File: src/rtl/mem_port_arbiter.sv
// mem_port_arbiter: shares one registered memory port between an instruction-fetch and a data requester
//   clk, rst_n          : clock, asynchronous active-low reset
//   if_req/if_addr      : fetch request, answered by a one-cycle if_ready with if_rdata
//   dm_req/dm_we/dm_*   : load/store request, answered by a one-cycle dm_ready (dm_rdata on loads)
//   mem_addr/we/wdata   : registered shared memory port; mem_rdata returns combinationally
module mem_port_arbiter #(
    parameter int STARVE_LIMIT = 4
) (
    input  logic        clk,
    input  logic        rst_n,
    input  logic        if_req,
    input  logic [31:0] if_addr,
    output logic        if_ready,
    output logic [31:0] if_rdata,
    input  logic        dm_req,
    input  logic        dm_we,
    input  logic [31:0] dm_addr,
    input  logic [31:0] dm_wdata,
    output logic        dm_ready,
    output logic [31:0] dm_rdata,
    output logic [31:0] mem_addr,
    output logic        mem_we,
    output logic [31:0] mem_wdata,
    input  logic [31:0] mem_rdata
);
    typedef enum logic [1:0] {IDLE, ACC_IF, ACC_DM} state_t;
    state_t      state_q, state_d;
    logic [2:0]  starve_q, starve_d;
    logic        if_elig, dm_elig, starve_full;
    logic [31:0] mem_addr_q, mem_addr_d, mem_wdata_q, mem_wdata_d;
    logic [31:0] if_rdata_q, if_rdata_d, dm_rdata_q, dm_rdata_d;
    logic        mem_we_q, mem_we_d, if_ready_q, if_ready_d, dm_ready_q, dm_ready_d;
    always_comb begin
        // the requester being served this cycle is still holding its old request, so it sits out one arbitration
        if_elig     = if_req && state_q != ACC_IF;
        dm_elig     = dm_req && state_q != ACC_DM;
        starve_full = starve_q == 3'(STARVE_LIMIT);
        state_d     = (dm_elig && !(starve_full && if_elig)) ? ACC_DM : if_elig ? ACC_IF : IDLE;
        starve_d    = (!if_req || state_d == ACC_IF) ? 3'd0 :
                      (state_d == ACC_DM && !starve_full) ? starve_q + 3'd1 : starve_q;
        mem_addr_d  = state_d == ACC_DM ? dm_addr : state_d == ACC_IF ? if_addr : mem_addr_q;
        mem_we_d    = state_d == ACC_DM && dm_we;
        mem_wdata_d = state_d == ACC_DM ? dm_wdata : mem_wdata_q;
        if_ready_d  = state_q == ACC_IF;
        if_rdata_d  = state_q == ACC_IF ? mem_rdata : if_rdata_q;
        dm_ready_d  = state_q == ACC_DM;
        // a store leaves the last load result visible
        dm_rdata_d  = (state_q == ACC_DM && !mem_we_q) ? mem_rdata : dm_rdata_q;
    end
    always_ff @(posedge clk or negedge rst_n) begin
        if (!rst_n) begin
            state_q     <= IDLE;
            starve_q    <= 3'd0;
            mem_addr_q  <= 32'd0;
            mem_we_q    <= 1'b0;
            mem_wdata_q <= 32'd0;
            if_ready_q  <= 1'b0;
            if_rdata_q  <= 32'd0;
            dm_ready_q  <= 1'b0;
            dm_rdata_q  <= 32'd0;
        end else begin
            state_q     <= state_d;
            starve_q    <= starve_d;
            mem_addr_q  <= mem_addr_d;
            mem_we_q    <= mem_we_d;
            mem_wdata_q <= mem_wdata_d;
            if_ready_q  <= if_ready_d;
            if_rdata_q  <= if_rdata_d;
            dm_ready_q  <= dm_ready_d;
            dm_rdata_q  <= dm_rdata_d;
        end
    end
    assign mem_addr  = mem_addr_q;
    assign mem_we    = mem_we_q;
    assign mem_wdata = mem_wdata_q;
    assign if_ready  = if_ready_q;
    assign if_rdata  = if_rdata_q;
    assign dm_ready  = dm_ready_q;
    assign dm_rdata  = dm_rdata_q;
endmodule

File: config.mk
export PLATFORM = sky130hd
export DESIGN_NAME = mem_port_arbiter
export DESIGN_NICKNAME = d
export VERILOG_FILES = /design/src/rtl/mem_port_arbiter.sv
export SDC_FILE = /design/constraint.sdc
export NUM_CORES = 1
export LEC_CHECK = 0
export BUFFER_PORTS_ARGS = -buffer_cell sky130_fd_sc_hd__buf_2
export CORE_MARGIN = 4
export CORE_UTILIZATION = 30
export DETAILED_ROUTE_END_ITERATION = 10
export PLACE_DENSITY = 0.57
export SYNTH_ARGS = -nofsm -noshare
export SYNTH_HDL_FRONTEND = slang
export SYNTH_SLANG_ARGS = --single-unit
File: constraint.sdc
create_clock -name clk -period 2.21 [get_ports clk]
set_input_delay 0.1105 -clock clk [delete_from_list [all_inputs] [get_ports clk]]
set_output_delay 0.1105 -clock clk [all_outputs]
set_load 0.01 [all_outputs]
==> flow_summary.toml <==
[grt]
grt_max_degree = 80
first_global_vias = 5047
grt_first_pass_wirelength_um = 25300
track_usage_pct = 15.3
gr-total-overflow = 0
antenna_violations_before_repair = 1

[clock_network]
cts_post_setup_buffers_inserted = 0
cts_sinks = 136
cts_buffers = 17
insertion_delay_ns = 0.41
ctsResizeCount = 0
tritoncts_clock_tree = "yes"
clk_path_buf_depth = 2
cts.clk_slew.worst_paths_ns = 0.06
postCtsHoldBufs = 94
htree_num_levels = 4
cts.root.buffer_cell = "sky130_fd_sc_hd__clkbuf_16"

[timing]
slew_headroom_pct = 66.2
setup_total_negative_slack_ns = 0
finalHoldWorstSlack_ns = 0.0199
setup_repair_after_global_routing_missed_its_margin = "no"
finalSetupViolations = 0
timing_max_transition_violations_final = 0
period_needed_ns = 1.83
fmax_mhz = 545
final_min_period_over_clock_period_pct = 83.0
worst_pin_slew_ns = 0.506
timing_hold_violations_final = 0
final.setup_skew_ns = 0.00750

[setup_path]
critPathMaxFanout = 33
timing.critical_path.from_type = "register"
worst_path_largest_cell_delay_ns = 0.39
setup.reg_to_reg.worst_slack_ns = 0.38
worstPathBufferInverterCount = 2
cp_data_arrival_time_ns = 2.11
cp_cell_sequence = "inv_1, ha_1, a21boi_2, maj3_2, buf_12, o32ai_1, mux2i_1"
critPathCaptureType = "register"
data_required_critical_path_ns = 2.49
r2r_cells = 7
logic_depth_of_the_worst_setup_path_including_buffers = 7
critical-path-top-delay-family = "adder cells"
timing_worst_setup_path_type = "register to register"
critPathSlowestCell = "sky130_fd_sc_hd__dfrtp_1"

[yosys]
yosysWarningCount = 0
netlist_top_cells_area = "sky130_fd_sc_hd__dfrtp_1 61%, sky130_fd_sc_hd__mux2_2 12%, sky130_fd_sc_hd__nand2_1 6.7%, sky130_fd_sc_hd__mux2i_1 5.7%, sky130_fd_sc_hd__o32ai_1 4.2%"
synthesis.nets = 587
dominantRegCellSynth = "sky130_fd_sc_hd__dfrtp_1"
synth_seq_area_share_pct = 60.7
synth_top_area_share_pct = 60.7
synth.ff_latch_count = 136
syn-instance-count = 452
post_synth_edffs = 0
synth.avg_cell_area_um2 = 12.4
post-synth-top-count-cell = "sky130_fd_sc_hd__dfrtp_1"
synth_area_leader_cell = "sky130_fd_sc_hd__dfrtp_1"
post_synth_instance_area_um2 = 5610
synth.top_cells.by_count = "136 x sky130_fd_sc_hd__dfrtp_1, 100 x sky130_fd_sc_hd__nand2_1, 62 x sky130_fd_sc_hd__mux2_2"
netlist-cell-type-count = 28
asyncSetResetFlopFracSynth_pct = 100

[place]
dp.final_hpwl_um = 10400
io_buffers = 263
routabilityCongestion = 0.767
place_inst = 929
dpl_cell_area_um2 = 7240

[final_layout]
fin_area_um2 = 8760
post_route_cells_drive_above_1_share_pct = 45.8
nNetsFinal = 948
post-route-util_pct = 48.3
instances_no_fill = 1055
insertedDiodeCount = 0
areaGrowthSynthToFinish_pct = 56.3

[run]
cap_violations = 0

[floorplanning]
start_util_pct = 30.9
die-area_um2 = 20900
design.portCount = 264
die-width_um = 145
core_area_um2 = 18100
floorplan.rows = 49
floorplan.die.height_um = 145

[detailed_routing]
drc = 0
routed_wire_length_per_instance_um = 15.1
total_vias_in_the_final_route = 4787
detail_route.first_pass.iterations = 4
final_antenna_net_count = 0
drt_wl_total_um = 16000
vias_per_cell = 4.54
first_iter_violations = 189

[hold_path]
holdCritPathClass = "primary input to register"
holdPathStages = 3

[power_and_ir_drop]
power_leakage_nw = 4.47
cellPowerDensity_nw_per_um2 = 903
ir_drop_mv = 0.461

[status]
status = "completed"
==> logic make-up after synthesis <==
family | after synthesis | share of synthesized area [%]
buf+inv | 65 | 5.49
fa+ha+maj | 3 | 0.647
flops | 136 | 60.7
compound gates | 40 | 6.72
simple gates | 112 | 7.90
mux | 96 | 18.6
==> worst register-to-register path: stages, from the launching register on <==
cell and delay (ns):
sky130_fd_sc_hd__dfrtp_1 0.39, sky130_fd_sc_hd__inv_1 0.08, sky130_fd_sc_hd__ha_1 0.23, sky130_fd_sc_hd__a21boi_2 0.09, sky130_fd_sc_hd__maj3_2 0.33, sky130_fd_sc_hd__buf_12 0.18, sky130_fd_sc_hd__o32ai_1 0.30, sky130_fd_sc_hd__mux2i_1 0.12
==> cell usage in the layout (no fill, tap or decap) <==
cell,Yosys,final
sky130_fd_sc_hd__buf_4,8,5
sky130_fd_sc_hd__maj3_2,1,1
sky130_fd_sc_hd__clkinv_2,0,2
sky130_fd_sc_hd__inv_6,0,3
sky130_fd_sc_hd__clkinv_1,2,2
sky130_fd_sc_hd__a21oi_1,4,4
sky130_fd_sc_hd__buf_12,0,6
sky130_fd_sc_hd__and2_1,1,1
sky130_fd_sc_hd__nand2_1,100,100
sky130_fd_sc_hd__inv_1,37,37
sky130_fd_sc_hd__buf_6,3,1
sky130_fd_sc_hd__nand3_1,2,2
sky130_fd_sc_hd__nor2_4,0,1
sky130_fd_sc_hd__a21boi_2,1,1
sky130_fd_sc_hd__ha_1,2,2
sky130_fd_sc_hd__clkinvlp_4,0,4
sky130_fd_sc_hd__mux2i_1,32,32
sky130_fd_sc_hd__nand4_1,2,2
sky130_fd_sc_hd__nor2b_4,0,1
sky130_fd_sc_hd__a21bo_2,1,1
sky130_fd_sc_hd__o32ai_2,5,5
sky130_fd_sc_hd__nor2_1,3,2
sky130_fd_sc_hd__or3_1,1,1
sky130_fd_sc_hd__mux2_2,62,62
sky130_fd_sc_hd__buf_2,9,262
sky130_fd_sc_hd__clkbuf_16,0,17
sky130_fd_sc_hd__bufinv_16,0,2
sky130_fd_sc_hd__clkbuf_1,6,1
sky130_fd_sc_hd__mux2_1,2,2
sky130_fd_sc_hd__a21oi_4,0,1
sky130_fd_sc_hd__clkinv_4,0,2
sky130_fd_sc_hd__clkbuf_8,0,1
sky130_fd_sc_hd__dlygate4sd3_1,0,94
sky130_fd_sc_hd__nand2b_1,1,1
sky130_fd_sc_hd__dfrtp_1,136,136
sky130_fd_sc_hd__a311oi_1,1,1
sky130_fd_sc_hd__o32ai_1,27,27
sky130_fd_sc_hd__nand4b_1,1,1
==> state kept, by name, indices dropped and copies added (netlist names) <==
signal / count
dm_rdata: 32
if_rdata: 32
mem_addr: 32
mem_wdata: 32
starve_q: 3
state_q: 2
dm_ready: 1
if_ready: 1
mem_we: 1
==> per-stage QoR <==
| stage | worst slack, ns | total power [W] |
|---|---|---|
| floorplan | 0.545 | 0.00415 |
| detailed placement | 0.387 | 0.00503 |
| finish | 0.377 | 0.00791 |
| CTS | 0.380 | 0.00804 |
| global route | 0.222 | 0.00837 |
| global placement | 0.476 | 0.00501 |
==> final cells by class <==
cell class              count  area [um2]
flip-flops and latches    136        3400
inverters                  39         146
well taps                 229         287
repair buffers            368        2420
multi-input cells         251        1920
fillers                  1654        9380
clock buffers              19         443
clock inverters            13         144
==> path summary, 6_finish.rpt <==
check | end | startpoint
worst max-delay path | mem_addr[7] | starve_q[0]
worst min-delay path | mem_addr[11] | if_addr[11]
worst max register to register | mem_addr[7] | starve_q[0]
worst min register to register | mem_wdata[22] | mem_wdata[22]
max in group asynchronous | mem_wdata[1] | rst_n
min in group asynchronous | dm_rdata[9] | rst_n
==> layer usage <==
metal  wire [um]  share of wire, %  GRT usage [%]  up-vias
li1            -                 -              -     2263
met1        6720                42           18.4     2298
met2        7720                48           25.7      193
met3        1130               7.1           4.73       31
met4         385               2.4           5.84        2
met5           8             0.050              0        -
==> where the power goes <==
part | switching (W) | internal (W) | leakage, nW
clock | 0.00112 | 0.00170 | 0.276
sequential | 0.000233 | 0.00297 | 1.59
combinational | 0.000934 | 0.000945 | 2.61
total | 0.00229 | 0.00562 | 4.47
No activity file was read; power rests on OpenSTA's default activity.
